`src/rtl/pulpemu_clk_pkg.sv`:
```
// Shared types and constants for the multi-channel clock divider.
// A channel configuration is the pair {divisor, enable}.
package pulpemu_clk_pkg;

  localparam int unsigned CLK_DIV_MAX_W = 32;
  localparam int unsigned CLK_DIV_MIN   = 2;

  // The divisor field is sized for the widest supported counter; narrower
  // instances zero-extend into it and synthesis trims the constant upper bits.
  typedef struct packed {
    logic [CLK_DIV_MAX_W-1:0] div;
    logic                     en;
  } clk_cfg_t;

endpackage

```
`src/rtl/pulpemu_clk_div_ch.sv`:
```
// One divider channel: counter, single-entry pending config slot, and the
// registered divided output with its rising-edge tick.
module pulpemu_clk_div_ch
  import pulpemu_clk_pkg::*;
#(
  parameter int unsigned CNT_WIDTH   = 16,
  parameter int unsigned DEFAULT_DIV = 256,
  parameter logic        DEFAULT_EN  = 1'b1
) (
  input  logic     clk_i,
  input  logic     rstn_i,
  input  logic     cfg_we_i,
  input  clk_cfg_t cfg_i,
  output logic     pend_valid_o,
  output logic     div_o,
  output logic     tick_o
);

  localparam clk_cfg_t RST_CFG = '{div: CLK_DIV_MAX_W'(DEFAULT_DIV), en: DEFAULT_EN};

  logic [CNT_WIDTH-1:0] cnt_q, cnt_d;
  clk_cfg_t             act_q, act_d;
  clk_cfg_t             pend_q, pend_d;
  logic                 pend_vld_q, pend_vld_d;
  logic                 div_q, div_d;
  logic                 div_prev_q;
  logic                 wrap;

  always_comb begin
    cnt_d      = cnt_q;
    act_d      = act_q;
    pend_d     = pend_q;
    pend_vld_d = pend_vld_q;
    wrap       = act_q.en &&
                 (CLK_DIV_MAX_W'(cnt_q) == (act_q.div - CLK_DIV_MAX_W'(1)));

    if (!act_q.en) begin
      // Idle channel: nothing to protect, apply immediately from cnt 0.
      if (cfg_we_i) begin
        act_d = cfg_i;
        cnt_d = '0;
      end
    end else if (wrap) begin
      cnt_d = '0;
      if (cfg_we_i) begin
        act_d = cfg_i;
      end else if (pend_vld_q) begin
        act_d      = pend_q;
        pend_vld_d = 1'b0;
      end
    end else begin
      cnt_d = cnt_q + CNT_WIDTH'(1);
      if (cfg_we_i) begin
        pend_d     = cfg_i;
        pend_vld_d = 1'b1;
      end
    end

    // Output is decoded from next-state so div_q lines up with cnt_q.
    div_d = act_d.en && (CLK_DIV_MAX_W'(cnt_d) >= (act_d.div >> 1));
  end

  always_ff @(posedge clk_i or negedge rstn_i) begin
    if (!rstn_i) begin
      cnt_q      <= '0;
      act_q      <= RST_CFG;
      pend_q     <= '0;
      pend_vld_q <= 1'b0;
      div_q      <= 1'b0;
      div_prev_q <= 1'b0;
    end else begin
      cnt_q      <= cnt_d;
      act_q      <= act_d;
      pend_q     <= pend_d;
      pend_vld_q <= pend_vld_d;
      div_q      <= div_d;
      div_prev_q <= div_q;
    end
  end

  assign pend_valid_o = pend_vld_q;
  assign div_o        = div_q;
  assign tick_o       = div_q & ~div_prev_q;

endmodule

```
`src/rtl/pulpemu_clk_div_multi.sv`:
```
// N_CH independent clock dividers behind a single valid/ready config port.
// The top only decodes the request, drives ready, and flags illegal requests.
module pulpemu_clk_div_multi
  import pulpemu_clk_pkg::*;
#(
  parameter int unsigned N_CH        = 4,
  parameter int unsigned CNT_WIDTH   = 16,
  parameter int unsigned DEFAULT_DIV = 256,
  parameter logic        DEFAULT_EN  = 1'b1,
  localparam int unsigned CH_W       = (N_CH > 1) ? $clog2(N_CH) : 1
) (
  input  logic                 clk_i,
  input  logic                 rstn_i,
  input  logic                 cfg_valid_i,
  output logic                 cfg_ready_o,
  input  logic [CH_W-1:0]      cfg_ch_i,
  input  logic [CNT_WIDTH-1:0] cfg_div_i,
  input  logic                 cfg_en_i,
  output logic                 cfg_err_o,
  output logic [N_CH-1:0]      div_o,
  output logic [N_CH-1:0]      tick_o
);

  // Handshake: a request transfers on a cycle where cfg_valid_i && cfg_ready_o.
  // Ready drops only while the addressed channel already holds a pending
  // request; the requester keeps cfg_* stable until the transfer happens.

  logic [N_CH-1:0] pend_vld;
  logic [N_CH-1:0] ch_we;
  logic            ready;
  logic            accept;
  logic            legal;
  logic            err_q, err_d;
  clk_cfg_t        cfg_in;

  always_comb begin
    ready  = 1'b1;
    ch_we  = '0;
    cfg_in = '{div: CLK_DIV_MAX_W'(cfg_div_i), en: cfg_en_i};
    legal  = (CLK_DIV_MAX_W'(cfg_ch_i) < CLK_DIV_MAX_W'(N_CH)) &&
             (CLK_DIV_MAX_W'(cfg_div_i) >= CLK_DIV_MAX_W'(CLK_DIV_MIN));

    for (int c = 0; c < N_CH; c++) begin
      if ((cfg_ch_i == CH_W'(c)) && pend_vld[c]) ready = 1'b0;
    end

    accept = cfg_valid_i && ready;

    for (int c = 0; c < N_CH; c++) begin
      ch_we[c] = accept && legal && (cfg_ch_i == CH_W'(c));
    end

    err_d = accept && !legal;
  end

  always_ff @(posedge clk_i or negedge rstn_i) begin
    if (!rstn_i) err_q <= 1'b0;
    else         err_q <= err_d;
  end

  assign cfg_ready_o = ready;
  assign cfg_err_o   = err_q;

  for (genvar c = 0; c < N_CH; c++) begin : g_ch
    pulpemu_clk_div_ch #(
      .CNT_WIDTH  (CNT_WIDTH),
      .DEFAULT_DIV(DEFAULT_DIV),
      .DEFAULT_EN (DEFAULT_EN)
    ) u_ch (
      .clk_i       (clk_i),
      .rstn_i      (rstn_i),
      .cfg_we_i    (ch_we[c]),
      .cfg_i       (cfg_in),
      .pend_valid_o(pend_vld[c]),
      .div_o       (div_o[c]),
      .tick_o      (tick_o[c])
    );
  end

endmodule

```
`config.mk`:
```
export PLATFORM = sky130hd
export DESIGN_NAME = pulpemu_clk_div_multi
export DESIGN_NICKNAME = d
export VERILOG_FILES = /design/src/rtl/pulpemu_clk_pkg.sv /design/src/rtl/pulpemu_clk_div_ch.sv /design/src/rtl/pulpemu_clk_div_multi.sv
export SDC_FILE = /design/constraint.sdc
export NUM_CORES = 1
export LEC_CHECK = 0
export BUFFER_PORTS_ARGS = -buffer_cell sky130_fd_sc_hd__buf_2
export CAP_MARGIN = 30
export CORE_AREA = 2 2 168 154
export DETAILED_ROUTE_END_ITERATION = 8
export DIE_AREA = 0 0 170 156
export GPL_ROUTABILITY_DRIVEN = 1
export GPL_TIMING_DRIVEN = 0
export PLACE_DENSITY_LB_ADDON = 0.3
export SLEW_MARGIN = 40
export SYNTH_ARGS = -nofsm -noshare
export SYNTH_HDL_FRONTEND = slang
export SYNTH_SLANG_ARGS = --single-unit
```
`constraint.sdc`:
```
create_clock -name clk_i -period 14.2 [get_ports clk_i]
set_input_delay 0.71 -clock clk_i [delete_from_list [all_inputs] [get_ports clk_i]]
set_output_delay 0.71 -clock clk_i [all_outputs]
set_load 0.01 [all_outputs]
```
==> impl_metrics.json, run 1 <==
{
  "outcome": "complete, no violations",
  "synthDistinctLibCells": 87,
  "synth_area_per_cell_um2": 9.354,
  "die_x_um": 170,
  "cts_tree": "done",
  "fmax_mhz": 150.1,
  "fillers": 1748,
  "register_area_um2": 6942,
  "gp_congestion": 0.9408,
  "crit_type": "reg -> reg",
  "tightest_slew_ns": 0.8624,
  "synth_cells": 1802,
  "die_h_um": 156,
  "vdd_drop_max_v": 0.0001228,
  "dp_hpwl_um": 32820,
  "antenna_found_initial": 1,
  "dpl-instance-area_um2": 17440,
  "crit_family": "compound AO/OA/AOI/OAI gates",
  "path_clk_slew_ns": 0.06,
  "vias": 14534,
  "fp-row-count": 55,
  "drive_gt1_share_pct": 11.79,
  "postLayoutCoreUtil_pct": 74.32,
  "p_leak_uw": 0.008647,
  "period_needed_ns": 6.662,
  "grt_max_degree": 77,
  "htreeDepth": 1,
  "rsz0062_at_grt": "no",
  "p_seq_share_pct": 34.6,
  "port_buffers": 18,
  "clock_path_buffers": 3,
  "via_per_inst": 6.643,
  "crit_start": "g_ch[2].u_ch.act_q[12]",
  "cts.sink_count": 277,
  "drv_slew": 0,
  "p_per_area_nw_per_um2": 182.4,
  "ant_nets": 0,
  "nNetsFinal": 1944,
  "intPower_uw": 2016,
  "drt_iter0_drc": 1612,
  "finalHoldViolations": 0,
  "syn_to_final_growth_pct": 9.226,
  "layout_commonest_cell": "dfrtp_1",
  "slowest_stage": "or4_1",
  "final_cell_mix": "dfrtp_1, nand2_1, o21ai_0",
  "grt_pass1_wl_um": 72160,
  "yosysSeqAreaShare_pct": 41.18,
  "synth_nets": 1892,
  "swShare_pct": 39.99,
  "worstHoldPathType": "in -> async",
  "drc": 0,
  "root_buffer": "clkbuf_16",
  "synth_edf_count": 0,
  "cp_num_buf_inv": 4,
  "r2r-start": "g_ch[2].u_ch.act_q[12]",
  "fp.dieArea_um2": 26520,
  "multi_input_area_um2": 9210,
  "cts_setup_buffers": 0,
  "ctsHoldBuffers": 0,
  "timing.final.crit_share_pct": 46.92,
  "drt-total-wl_um": 44850,
  "final-setup-viol-count": 0,
  "synthFlopType": "dfrtp_1",
  "io_pins": 32,
  "p_switching_uw": 1343,
  "reg2regPathDepth": 23,
  "cts_made_buffers": 29,
  "path_depth": 23,
  "coreArea_um2": 24770,
  "ys_warn_count": 0,
  "relSlewSlack_pct": 42.51,
  "grt_pass1_vias": 13889,
  "grt_use_total_pct": 34.15,
  "crit_fanout": 10,
  "worst_ep_arrival_time_ns": 7.08,
  "cp.required_ns": 14.62,
  "fin_setup_tns_ns": 0,
  "ys_ff_latch": 277,
  "end_kind": "flop",
  "path_cells": "buf_2 -> or4_1 -> or4_1 -> clkbuf_1 -> o21ai_0 -> nand4_1 -> a2111oi_0 -> nand4_1 -> o21ai_1 -> buf_2 -> nand2_1 -> clkbuf_1 -> a211oi_1 -> ha_1 -> nor2b_1 -> o21a_1 -> o21a_1 -> o211ai_1 -> a21oi_1 -> a211o_1 -> a211oi_1 -> a32oi_1 -> o311a_1",
  "gr-total-overflow": 0,
  "p_clk_share_pct": 22.7,
  "comb_power_share_pct": 42.6,
  "netlist_area_um2": 16860,
  "slowest_delay_ns": 0.63,
  "start_kind": "flop",
  "worstSkewPairLatency_ns": 0.56,
  "synthArstFlopShare_pct": 100.0,
  "start_util_pct": 68.04,
  "dr.pass1.iters": 6,
  "wl_per_cell_um": 20.50,
  "fin_worst_skew_ns": 0.01117,
  "fin_area_um2": 18410,
  "maxCapViolations": 0,
  "cts.repair.resized": 0
}
cell usage after synthesis (all sizes together), types with 31 or more instances:
cell,number,area (µm²)
a21oi,57,289.0
and2,78,488.0
and3,65,406.6
buf,33,210.2
clkbuf,61,229.0
dfrtp,269,6731
ha,68,850.8
inv,80,300.3
mux2,67,754.5
nand2,164,620.6
nand2b,39,244.0
nand3,66,330.3
nor2,69,266.5
nor2b,31,193.9
nor3,34,170.2
nor4,48,349.1
o21ai,147,735.7
xnor2,47,411.6
xor2,44,385.4
state kept, by name, indices dropped and copies added, names as in the netlist:
name	flops
g_ch.u_ch.act_q	132
g_ch.u_ch.div_o	4
g_ch.u_ch.pend_q	68
g_ch.u_ch.div_prev_q	4
cfg_err_o	1
g_ch.u_ch.cnt_q	64
g_ch.u_ch.pend_valid_o	4
layer usage:
layer / global-route usage (%) / part of all wire [%]
met5: 0 / 0
met3: 5.353 / 7.7
met4: 12.13 / 3.7
met1: 47.90 / 43
met2: 54.31 / 45
power groups by stage:
stage          Combinational (µW)  Sequential [µW]  Clock [µW]
2_1_floorplan                1060             1100           0
6_report                     1430             1160         763
4_1_cts                      1400             1160         771
5_1_grt                      1580             1180         802
3_5_place_dp                 1380             1170           0
3_3_place_gp                 1340             1160           0
worst register-to-register path, cell delays in order (launching register included):
cell and delay (ns):
dfrtp_1 0.37, buf_2 0.19, or4_1 0.63, or4_1 0.52
clkbuf_1 0.19, o21ai_0 0.20, nand4_1 0.13, a2111oi_0 0.49
nand4_1 0.32, o21ai_1 0.32, buf_2 0.29, nand2_1 0.16
clkbuf_1 0.27, a211oi_1 0.45, ha_1 0.22, nor2b_1 0.04
o21a_1 0.16, o21a_1 0.17, o211ai_1 0.19, a21oi_1 0.10
a211o_1 0.27, a211oi_1 0.33, a32oi_1 0.15, o311a_1 0.36
metrics by stage:
stage	hold WS [ns]	power (µW)	setup slack (ns)	instances
floorplan	0.3678	2161	8.859	1802
global placement	0.3767	2497	7.513	2133
detailed placement	0.3826	2551	7.782	2136
CTS	0.09202	3330	7.734	2187
global route	0.1211	3564	7.135	2188
finish	0.07651	3359	7.538	2188
layout make-up:
class                      instances  area share [%]
timing repair buffer              21          0.9922
multi-input combinational       1351           50.02
antenna                            1         0.01359
clock buffer                      40           4.492
tap                              313           2.127
inverter                          80           1.631
buffer                            94           2.385
clock inverter                    11          0.6320
sequential                       277           37.70
logic make-up (layout without fill, tap and decap cells):
group / count (synthesis) / after routing / share of synthesized area (%)
AOI/OAI and AO/OA: 398 / 398 / 15.88
xor gates and xnor gates: 91 / 91 / 4.728
adders and majority gates: 69 / 69 / 5.114
buffers and inverters: 174 / 246 / 4.387
DFF: 277 / 277 / 41.18
muxes: 77 / 77 / 5.144
other: 0 / 1 / 0
and+or+nand+nor: 716 / 716 / 23.56
worst paths after layout:
check | end | slack [ns]
max | g_ch[2].u_ch.div_o | 7.54
min | g_ch[3].u_ch.act_q[24] | 0.08
max reg2reg | g_ch[2].u_ch.div_o | 7.54
min reg2reg | g_ch[2].u_ch.div_prev_q | 0.40
max in group asynchronous | g_ch[1].u_ch.act_q[0] | 12.95
min in group clk_i | g_ch[2].u_ch.div_prev_q | 0.40
Power figures use the tool's default switching activity.
==> run 2, diff against run 1 <==
--- a/config.mk
+++ b/config.mk
@@ -7,9 +7,9 @@
 export LEC_CHECK = 0
 export BUFFER_PORTS_ARGS = -buffer_cell sky130_fd_sc_hd__buf_2
 export CAP_MARGIN = 30
-export CORE_AREA = 2 2 168 154
+export CORE_AREA = 2 2 175 159
 export DETAILED_ROUTE_END_ITERATION = 8
-export DIE_AREA = 0 0 170 156
+export DIE_AREA = 0 0 177 161
 export GPL_ROUTABILITY_DRIVEN = 1
 export GPL_TIMING_DRIVEN = 0
 export PLACE_DENSITY_LB_ADDON = 0.3
==> constraint.sdc (replaced) <==
create_clock -name clk_i -period 6.55 [get_ports clk_i]
set_input_delay 0.3275 -clock clk_i [delete_from_list [all_inputs] [get_ports clk_i]]
set_output_delay 0.3275 -clock clk_i [all_outputs]
set_load 0.01 [all_outputs]
==> impl_metrics.json, run 2 (synthesis gave the netlist of run 1 again) <==
{
  "nNetsFinal": 1945,
  "end_kind": "flop",
  "period_needed_ns": 6.235,
  "grt_pass1_vias": 13729,
  "die_x_um": 177,
  "dp_hpwl_um": 33300,
  "final-setup-viol-count": 0,
  "power_uw": 7398,
  "grt_use_total_pct": 31.79,
  "crit_fanout": 10,
  "syn_to_final_growth_pct": 10.41,
  "antenna_found_initial": 1,
  "ant_nets": 0,
  "worstSkewPairLatency_ns": 0.56,
  "via_per_inst": 6.554,
  "htreeDepth": 1,
  "drt-total-wl_um": 45470,
  "tightest_slew_ns": 0.8358,
  "grt_busiest_layer": "met2",
  "gr-total-overflow": 0,
  "largest_reg_flops": 132,
  "num_antenna_cells": 0,
  "grt_use_met1_pct": 46.28,
  "final_cell_mix": "dfrtp_1, nand2_1, o21ai_0",
  "fp.dieArea_um2": 28500,
  "crit_type": "reg -> reg",
  "finalHoldViolations": 0,
  "place_inst": 2178,
  "wl_per_cell_um": 20.39,
  "cts_tree": "done",
  "drt_iter0_drc": 1495,
  "reg.largest.list": "g_ch.u_ch.act_q (132), g_ch.u_ch.pend_q (68), g_ch.u_ch.cnt_q (64)",
  "layout_commonest_cell": "dfrtp_1",
  "grt_max_degree": 76,
  "dr.pass1.iters": 6,
  "cp.required_ns": 6.98,
  "cts_made_buffers": 29,
  "start_kind": "flop",
  "use_met2_pct": 49.56,
  "start_util_pct": 63.03,
  "fin_cells": 2230,
  "clock_path_buffers": 3,
  "p_per_area_nw_per_um2": 397.5,
  "top_register": "g_ch.u_ch.act_q",
  "fmax_mhz": 160.4,
  "fin_worst_skew_ns": 0.01369,
  "fp-row-count": 57,
  "cts.sink_count": 277,
  "coreArea_um2": 26740,
  "die_h_um": 161,
  "vdd_drop_max_v": 0.0002662,
  "path_clk_slew_ns": 0.06,
  "gp_congestion": 0.9370,
  "drive_gt1_share_pct": 12.21,
  "timing.final.crit_share_pct": 95.19,
  "p_leak_uw": 0.008702,
  "drv_slew": 0,
  "outcome": "complete, no violations",
  "fin_setup_tns_ns": 0,
  "io_pins": 32,
  "use_met3_pct": 4.685,
  "root_buffer": "clkbuf_16",
  "fillers": 2035,
  "port_buffers": 18,
  "grt_pass1_wl_um": 72820,
  "worst_ep_arrival_time_ns": 6.66,
  "vias": 14615,
  "drc": 0,
  "maxCapViolations": 0,
  "worstHoldPathType": "in -> reg",
  "relSlewSlack_pct": 44.28
}
[run 2: cell count changes in the layout (fill, tap and decap cells not counted), sizes merged]
cell	previous run	this run
bufinv	2	5
buf	54	55
diode	1	0
clkinv	9	5
inv	80	81
dlygate4sd3	0	1
[run 2: final timing paths]
check	from	depth (start not counted)	slack [ns]	to
max	g_ch[2].u_ch.act_q[12]	23	0.31	g_ch[2].u_ch.div_o
min	cfg_div_i[2]	3	0.12	g_ch[1].u_ch.pend_q[3]
max reg2reg	g_ch[2].u_ch.act_q[12]	23	0.31	g_ch[2].u_ch.div_o
min reg2reg	g_ch[3].u_ch.div_o	0	0.40	g_ch[3].u_ch.div_prev_q
max in group asynchronous	rstn_i	4	5.38	g_ch[1].u_ch.act_q[9]
min in group asynchronous	rstn_i	2	0.17	g_ch[3].u_ch.cnt_q[15]
[run 2: layout make-up]
type	count	area (µm²)	area share, %
Clock buffer	41	800.8	4.303
Tap cell	354	442.9	2.380
Inverter	80	300.3	1.613
Multi-Input combinational cell	1351	9278	49.85
Sequential cell	277	6942	37.30
Buffer	92	436.7	2.346
Timing Repair Buffer	24	227.7	1.224
Clock inverter	11	183.9	0.9882
[run 2: metal layers]
layer	part of all wire [%]	routed length (µm)	up-vias
li1	-	-	6666
met1	43	19650	7165
met2	46	20740	676
met3	7.8	3557	108
met4	3.3	1520	0
met5	0	0	-
[run 2: per-stage QoR]
stage / hold WS, ns / utilization [%] / worst slack [ns] / instance area [µm²]
after floorplan: 0.03191 / - / 1.209 / 16860
after global placement: 0.3749 / 65.02 / -0.04419 / 17390
after detailed placement: 0.1552 / 65.50 / -0.1632 / 17520
after CTS: 0.09275 / 69.24 / 0.001110 / 18520
after global routing: 0.09869 / 69.59 / -0.04174 / 18610
final: 0.1188 / 69.59 / 0.3148 / 18610
[run 2: timing repair]
action,4_1_cts,5_1_grt
cloned,0,0
pin swaps,0,1
gates resized for setup,1,17
buffers inserted,0,1
setup endpoints to repair,1,3
hold endpoints to repair,153,0
hold buffers,1,0
[run 2: worst max-delay path: stages (launching register included)]
cell and delay [ns]:
dfrtp_1 0.36, buf_2 0.18, or4_1 0.63, or4_1 0.52
clkbuf_1 0.19, nor3_1 0.24, xor2_1 0.11, a2111oi_2 0.39
nand4_1 0.27, o21ai_2 0.27, clkbuf_4 0.25, nand2_1 0.13
clkbuf_2 0.25, a211oi_4 0.39, ha_1 0.21, nor2b_1 0.04
o21a_1 0.16, o21a_1 0.16, o211ai_1 0.15, a21oi_1 0.10
a211o_1 0.29, a211oi_2 0.28, a32oi_1 0.17, o311a_1 0.34
[run 2: where the power goes]
group	leakage [µW]	internal, µW	switching (µW)
Combinational	0.00460	1340	1780
Clock	0.000484	1040	695
Sequential	0.00362	2100	438
Total	0.00870	4490	2910
